--- src/rtl/if_stage_if.sv ---
`default_nettype none
// ============================================================================
//  Module   : if_stage_if
//  Purpose  : Instruction-memory request/response bundle between the fetch
//             stage (master) and the instruction memory (slave).
//  Signals  : req   - fetch request, registered by the master
//             addr  - fetch address, held stable until valid is seen
//             valid - one-cycle response strobe for the current addr
//             rdata - instruction word, meaningful with valid
//  Revision : 1.0  initial release
// ============================================================================
interface if_stage_if;
  logic        req;
  logic [31:0] addr;
  logic        valid;
  logic [31:0] rdata;

  modport master (
    output req,
    output addr,
    input  valid,
    input  rdata
  );

  modport slave (
    input  req,
    input  addr,
    output valid,
    output rdata
  );
endinterface : if_stage_if
`default_nettype wire

--- src/rtl/if_stage.sv ---
`default_nettype none
// ============================================================================
//  Module   : if_stage
//  Purpose  : Instruction fetch stage with IF/ID pipeline register. Holds the
//             PC, issues requests on a variable-latency req/valid memory,
//             captures returned words into IF/ID, handles stall (hold) and
//             redirect (flush + new PC), and drops responses that belong to a
//             request issued before a redirect.
//  Ports    : clk          - clock, rising edge
//             rst_n        - synchronous active-low reset
//             stall        - hold IF/ID and the PC
//             redirect     - taken branch/jump: flush IF/ID, fetch redirect_pc
//             redirect_pc  - new fetch address, used when redirect=1
//             imem         - instruction memory bundle (master side)
//             if_id_instr  - registered instruction to decode
//             if_id_pc     - registered PC of if_id_instr
//             if_id_valid  - if_id_instr is a real instruction
//             perf_fetched / perf_discarded - event counters, only present
//                            when IF_STAGE_PERF_CNT_EN is defined
//  Options  : IF_STAGE_PERF_CNT_EN - adds the two performance counters
//  Revision : 1.0  initial release
// ============================================================================
module if_stage #(
  parameter logic [31:0] RESET_PC  = 32'h0000_0000,
  parameter logic [31:0] NOP_INSTR = 32'h0000_0013
) (
  input  wire logic        clk,
  input  wire logic        rst_n,
  input  wire logic        stall,
  input  wire logic        redirect,
  input  wire logic [31:0] redirect_pc,
  if_stage_if.master       imem,
  output logic [31:0]      if_id_instr,
  output logic [31:0]      if_id_pc,
`ifdef IF_STAGE_PERF_CNT_EN
  output logic [31:0]      perf_fetched,
  output logic [31:0]      perf_discarded,
`endif
  output logic             if_id_valid
);

  typedef enum logic [1:0] {
    S_FETCH   = 2'd0,
    S_DISCARD = 2'd1,
    S_HOLD    = 2'd2
  } state_t;

  state_t      state_q, state_d;
  logic [31:0] pc_q, pc_d;
  logic [31:0] addr_q, addr_d;
  logic        req_q, req_d;
  logic [31:0] buf_instr_q, buf_instr_d;
  logic [31:0] buf_pc_q, buf_pc_d;
  logic [31:0] ifid_instr_q, ifid_instr_d;
  logic [31:0] ifid_pc_q, ifid_pc_d;
  logic        ifid_valid_q, ifid_valid_d;

  // A strobe only counts while our request is actually up; anything the
  // memory drives with req low (e.g. right after reset) is ignored.
  logic        rsp_valid;
  logic [31:0] pc_inc;

  assign rsp_valid = imem.valid & req_q;
  assign pc_inc    = pc_q + 32'd4;   // natural 32-bit wrap

  always_comb begin
    state_d      = state_q;
    pc_d         = pc_q;
    addr_d       = addr_q;
    req_d        = req_q;
    buf_instr_d  = buf_instr_q;
    buf_pc_d     = buf_pc_q;
    ifid_instr_d = ifid_instr_q;
    ifid_pc_d    = ifid_pc_q;
    ifid_valid_d = ifid_valid_q;

    // IF/ID baseline: a redirect always flushes; otherwise stall holds and
    // no-stall inserts a bubble unless a real word is written below.
    if (redirect || !stall) begin
      ifid_instr_d = NOP_INSTR;
      ifid_valid_d = 1'b0;
    end

    unique case (state_q)
      S_FETCH: begin
        if (redirect) begin
          pc_d = redirect_pc;
          // Only an outstanding, unanswered request needs its response
          // discarded; after reset req is still low and nothing is in flight.
          state_d = (req_q && !rsp_valid) ? S_DISCARD : S_FETCH;
        end else if (rsp_valid) begin
          pc_d = pc_inc;
          if (!stall) begin
            ifid_instr_d = imem.rdata;
            ifid_pc_d    = pc_q;
            ifid_valid_d = 1'b1;
          end else begin
            buf_instr_d = imem.rdata;
            buf_pc_d    = pc_q;
            state_d     = S_HOLD;
          end
        end
      end

      S_DISCARD: begin
        // pc already holds the redirect target; a further redirect simply
        // replaces it while we wait out the stale response.
        if (redirect) begin
          pc_d = redirect_pc;
        end
        if (rsp_valid) begin
          state_d = S_FETCH;
        end
      end

      S_HOLD: begin
        if (redirect) begin
          pc_d    = redirect_pc;
          state_d = S_FETCH;
        end else if (!stall) begin
          ifid_instr_d = buf_instr_q;
          ifid_pc_d    = buf_pc_q;
          ifid_valid_d = 1'b1;
          state_d      = S_FETCH;
        end
      end

      default: begin
        state_d = S_FETCH;
      end
    endcase

    // Request outputs are registered from the next state. DISCARD keeps
    // the old address up so the stale response can complete cleanly.
    unique case (state_d)
      S_FETCH: begin
        req_d  = 1'b1;
        addr_d = pc_d;
      end
      S_DISCARD: begin
        req_d  = 1'b1;
        addr_d = addr_q;
      end
      default: begin
        req_d  = 1'b0;
        addr_d = addr_q;
      end
    endcase
  end

  always_ff @(posedge clk) begin
    if (!rst_n) begin
      state_q      <= S_FETCH;
      pc_q         <= RESET_PC;
      addr_q       <= RESET_PC;
      req_q        <= 1'b0;
      buf_instr_q  <= 32'd0;
      buf_pc_q     <= 32'd0;
      ifid_instr_q <= NOP_INSTR;
      ifid_pc_q    <= 32'd0;
      ifid_valid_q <= 1'b0;
    end else begin
      state_q      <= state_d;
      pc_q         <= pc_d;
      addr_q       <= addr_d;
      req_q        <= req_d;
      buf_instr_q  <= buf_instr_d;
      buf_pc_q     <= buf_pc_d;
      ifid_instr_q <= ifid_instr_d;
      ifid_pc_q    <= ifid_pc_d;
      ifid_valid_q <= ifid_valid_d;
    end
  end

  assign imem.req    = req_q;
  assign imem.addr   = addr_q;
  assign if_id_instr = ifid_instr_q;
  assign if_id_pc    = ifid_pc_q;
  assign if_id_valid = ifid_valid_q;

`ifdef IF_STAGE_PERF_CNT_EN
  logic        fetched_ev;
  logic        dropped_ev;
  logic [31:0] perf_fetched_q;
  logic [31:0] perf_discarded_q;

  // A word lands in IF/ID either straight from memory or from the buffer.
  assign fetched_ev = ((state_q == S_FETCH) && rsp_valid && !redirect && !stall) ||
                      ((state_q == S_HOLD)  && !redirect && !stall);

  // Every returned word that never reaches IF/ID.
  assign dropped_ev = ((state_q == S_FETCH)   && rsp_valid && redirect) ||
                      ((state_q == S_DISCARD) && rsp_valid)             ||
                      ((state_q == S_HOLD)    && redirect);

  always_ff @(posedge clk) begin
    if (!rst_n) begin
      perf_fetched_q   <= 32'd0;
      perf_discarded_q <= 32'd0;
    end else begin
      if (fetched_ev) begin
        perf_fetched_q <= perf_fetched_q + 32'd1;
      end
      if (dropped_ev) begin
        perf_discarded_q <= perf_discarded_q + 32'd1;
      end
    end
  end

  assign perf_fetched   = perf_fetched_q;
  assign perf_discarded = perf_discarded_q;
`endif

endmodule : if_stage
`default_nettype wire
--- src/flat_wrapper.sv ---
// flat-port wrapper written by rule: the top's interface ports become plain ports
module if_stage_flat 
#(
  parameter logic [31:0] RESET_PC  = 32'h0000_0000,
  parameter logic [31:0] NOP_INSTR = 32'h0000_0013
)
  (clk, rst_n, stall, redirect, redirect_pc, if_id_instr, if_id_pc, if_id_valid, imem_req, imem_addr, imem_valid, imem_rdata);
  if_stage_if imem_i ();
  input  wire logic clk;
  input  wire logic rst_n;
  input  wire logic stall;
  input  wire logic redirect;
  input  wire logic [31:0] redirect_pc;
  output logic [31:0] if_id_instr;
  output logic [31:0] if_id_pc;
  output logic if_id_valid;
  output wire logic [$bits(imem_i.req)-1:0] imem_req;
  output wire logic [$bits(imem_i.addr)-1:0] imem_addr;
  input wire logic [$bits(imem_i.valid)-1:0] imem_valid;
  input wire logic [$bits(imem_i.rdata)-1:0] imem_rdata;
  assign imem_req = imem_i.req;
  assign imem_addr = imem_i.addr;
  assign imem_i.valid = imem_valid;
  assign imem_i.rdata = imem_rdata;
  if_stage #(.RESET_PC(RESET_PC), .NOP_INSTR(NOP_INSTR)) u_core (.clk(clk), .rst_n(rst_n), .stall(stall), .redirect(redirect), .redirect_pc(redirect_pc), .imem(imem_i), .if_id_instr(if_id_instr), .if_id_pc(if_id_pc), .if_id_valid(if_id_valid));
endmodule
--- config.mk ---
export PLATFORM = sky130hd
export DESIGN_NAME = if_stage_flat
export DESIGN_NICKNAME = d
export VERILOG_FILES = /design/src/rtl/if_stage_if.sv /design/src/rtl/if_stage.sv /design/src/flat_wrapper.sv
export SDC_FILE = /design/constraint.sdc
export NUM_CORES = 1
export LEC_CHECK = 0
export BUFFER_PORTS_ARGS = -buffer_cell sky130_fd_sc_hd__clkbuf_2
export CORE_AREA = 5 5 126 128
export DETAILED_ROUTE_END_ITERATION = 8
export DIE_AREA = 0 0 131 133
export HOLD_SLACK_MARGIN = 0.03
export PLACE_DENSITY = 0.83
export SYNTH_ARGS = -nofsm -noshare
export SYNTH_HDL_FRONTEND = slang
export SYNTH_SLANG_ARGS = --single-unit
--- constraint.sdc ---
create_clock -name clk -period 4.8 [get_ports clk]
set_input_delay 0.48 -clock clk [delete_from_list [all_inputs] [get_ports clk]]
set_output_delay 0.48 -clock clk [all_outputs]
set_load 0.02 [all_outputs]
==> results.json <==
{
  "fin_ws_ns": 1.72,
  "clkLatencyLatePin_ns": 0.44,
  "drive_gt1_share_pct": 19.3,
  "ys_warn_count": 0,
  "worstSetupPathType": "flop to flop",
  "r2r_cells": 8,
  "io-pin-count": 167,
  "grt_start_max_net_pins": 66,
  "wl_per_cell_um": 17.8,
  "endpoint_kind": "flop",
  "n_antenna_cell": 0,
  "overflow": 0,
  "yosysMostFrequentCell": "dfxtp_1",
  "cts_tree": "built",
  "r2r-start": "u_core.state_q[0]",
  "clockBufferDepth": 2,
  "synthArstFlopShare_pct": 0,
  "fin_nets": 1227,
  "total_power_mw": 3.55,
  "grt_pass1_wl_um": 38200,
  "r2r_end": "u_core.imem.addr[20]",
  "area_growth_pct": 16.6,
  "synth_edf_count": 0,
  "grtUsageTotal_pct": 27.2,
  "hpwl_um": 16000,
  "drv_cap": 0,
  "worst_slew_pin_slew_ns": 1.22,
  "mappedNetlistArea_um2": 8490,
  "fin_cells": 1353,
  "p_leak_nw": 3.83,
  "whs_path_depth": 3,
  "ys_seq_area_share_pct": 46.2,
  "setup_viol": 0,
  "arrival_ns": 3.44,
  "initial_core_util_pct": 57.6,
  "drtAntennaViolNets": 0,
  "outcome": "completed",
  "setup_tns_ns": 0,
  "synthTopCellsByArea": "dfxtp_1 (46%), nand2_1 (8.5%), nor2_1 (5.6%)",
  "placed_area_um2": 9340,
  "viasPerCell": 6.09,
  "coreArea_um2": 14800,
  "startpoint_type": "flop",
  "gp_congestion": 0.967,
  "cts_made_buffers": 17,
  "drc_errors": 0,
  "placed_cells": 1322,
  "ys_seq_elements": 196,
  "relSlewSlack_pct": 18.7,
  "hp-start": "imem_rdata[3]",
  "synthDistinctLibCells": 66,
  "antenna_found_initial": 0,
  "clock.fmax_mhz": 325,
  "hp-class": "input port to flop",
  "synth_flop_cell": "dfxtp_1",
  "fin_crit_ns": 3.08,
  "drv_slew": 0,
  "place_ws_ns": 1.71,
  "post-synth-top-area-cell": "dfxtp_1",
  "rsz0062_at_grt": "false",
  "ff2ff_setup_slack_ns": 1.72,
  "cts-hold-fix-buffers": 0,
  "synthCells": 1045,
  "ir_drop_v": 0.000249,
  "wirelength_um": 24100,
  "dieArea_um2": 17400,
  "fp-row-count": 45,
  "ctsResizeCount": 0,
  "io_buffers": 166,
  "period_share_pct": 64.2,
  "clk_pin_slew_worst_paths_ns": 0.07,
  "fin_area_um2": 9910,
  "pwr_density_cell_nw_per_um2": 358,
  "avgSynthCellArea_um2": 8.13,
  "fp.dieH_um": 133,
  "h-tree-depth": 4,
  "fillerInstances": 1266,
  "holdPathEnd": "u_core.buf_instr_q[3]",
  "drt_first_iter_violations": 921,
  "firstDrtPassIters": 6,
  "required_ns": 5.16,
  "grt_pass1_vias": 7653,
  "yosysTopAreaCellShare_pct": 46.2,
  "numClockSinks": 196,
  "clock_skew_ns": 0.00889,
  "cts_setup_buffers": 0,
  "die_w_um": 131,
  "vias": 8240,
  "path_max_fanout": 45,
  "synth_commonest_cells": "dfxtp_1 (196), nand2_1 (192), nor2_1 (126)",
  "hold_viol": 0,
  "syn_nets": 1119,
  "clockRootBuffer": "clkbuf_16"
}
## critical path, stage by stage, from the launching register on
cell,delay [ns]
dfxtp_1,0.36
inv_1,0.09
ha_1,0.41
nand3_1,0.30
nor2_4,0.06
or3_1,0.41
a21oi_4,0.96
o21ai_0,0.20
a21oi_1,0.19
## routing by layer
layer	vias up	routed length (um)	global-route usage [%]
met5	-	0	0
met4	0	632	10.6
met3	50	2290	7.02
met2	403	11400	42.9
met1	3850	9750	35.4
li1	3937	-	-
## cells in the final DEF (no fill, tap or decap), types with 3 or more instances in the layout
| master | count |
|---|---|
| o211ai_1 | 4 |
| a21o_1 | 9 |
| a211oi_1 | 47 |
| inv_1 | 12 |
| nand3_1 | 16 |
| nor3_1 | 15 |
| a221oi_1 | 6 |
| nand2_1 | 192 |
| a222oi_1 | 17 |
| mux2i_1 | 30 |
| nand4_1 | 6 |
| a31oi_1 | 5 |
| and4_1 | 5 |
| nor2_1 | 125 |
| nor4_1 | 5 |
| clkbuf_16 | 17 |
| o21a_1 | 3 |
| clkbuf_2 | 166 |
| a21oi_1 | 94 |
| a22oi_1 | 22 |
| o21ai_0 | 51 |
| ha_1 | 4 |
| a22o_1 | 3 |
| dfxtp_1 | 196 |
| buf_4 | 11 |
| o31ai_1 | 5 |
| nor2b_1 | 4 |
| and2_1 | 7 |
| nand2b_1 | 4 |
| clkinvlp_4 | 4 |
| inv_6 | 3 |
| and3_1 | 12 |
| a221o_1 | 5 |
## worst max-delay path by stage
stage	from	to	slack [ns]	cells after the start
after detailed placement	stall	u_core.imem.addr[20]	1.71	7
after CTS	u_core.state_q[1]	u_core.imem.addr[20]	1.76	8
after global placement	stall	u_core.imem.addr[26]	1.78	7
final	u_core.state_q[0]	u_core.imem.addr[20]	1.72	8
after global routing	u_core.state_q[1]	u_core.imem.addr[16]	1.47	8
after floorplan	u_core.state_q[0]	u_core.imem.addr[25]	2.45	10
## metrics by stage
stage          utilization [%]  hold WS (ns)
3_3_place_gp              63.3         0.439
5_1_grt                   67.2         0.278
4_1_cts                   67.2         0.268
3_5_place_dp              63.3         0.445
2_1_floorplan                -         0.433
6_report                  67.2         0.274
## report_power, final
part / switching, mW / internal (mW) / leakage (nW) / total (mW)
clock: 0.620 / 0.781 / 0.269 / 1.40
combinational: 0.258 / 0.136 / 1.97 / 0.394
sequential: 0.0632 / 1.69 / 1.60 / 1.75
total: 0.940 / 2.61 / 3.83 / 3.55
## layout make-up
type / instances / area, um2 / share of cell area, %
repair buffers: 177 / 913 / 9.22
well taps: 188 / 235 / 2.37
inverters: 13 / 51.3 / 0.518
clock inverters: 11 / 126 / 1.28
multi-input cells: 748 / 4210 / 42.5
flip-flops and latches: 196 / 3920 / 39.6
clock buffers: 20 / 447 / 4.51
## state kept, by name, indices dropped and copies added, names as in the netlist
| register | count |
|---|---|
| u_core.imem.req | 1 |
| u_core.buf_pc_q | 32 |
| u_core.if_id_instr | 32 |
| u_core.pc_q | 32 |
| u_core.state_q | 2 |
| u_core.imem.addr | 32 |
| u_core.if_id_valid | 1 |
| u_core.buf_instr_q | 32 |
| u_core.if_id_pc | 32 |
## kinds of logic (layout without fill, tap and decap cells)
group                    count (synthesis)  after routing  synth area share (%)
AO/OA/AOI/OAI                          299            299                  23.5
XOR/XNOR                                 4              4                 0.413
adder cells (fa/ha/maj)                  5              5                 0.736
buffers and inverters                  101            221                  4.63
flip-flops                             196            196                  46.2
multiplexers                            31             31                  3.67
AND/OR/NAND/NOR                        409            409                  20.9
Note: power is estimated with default switching activity, not from simulation.
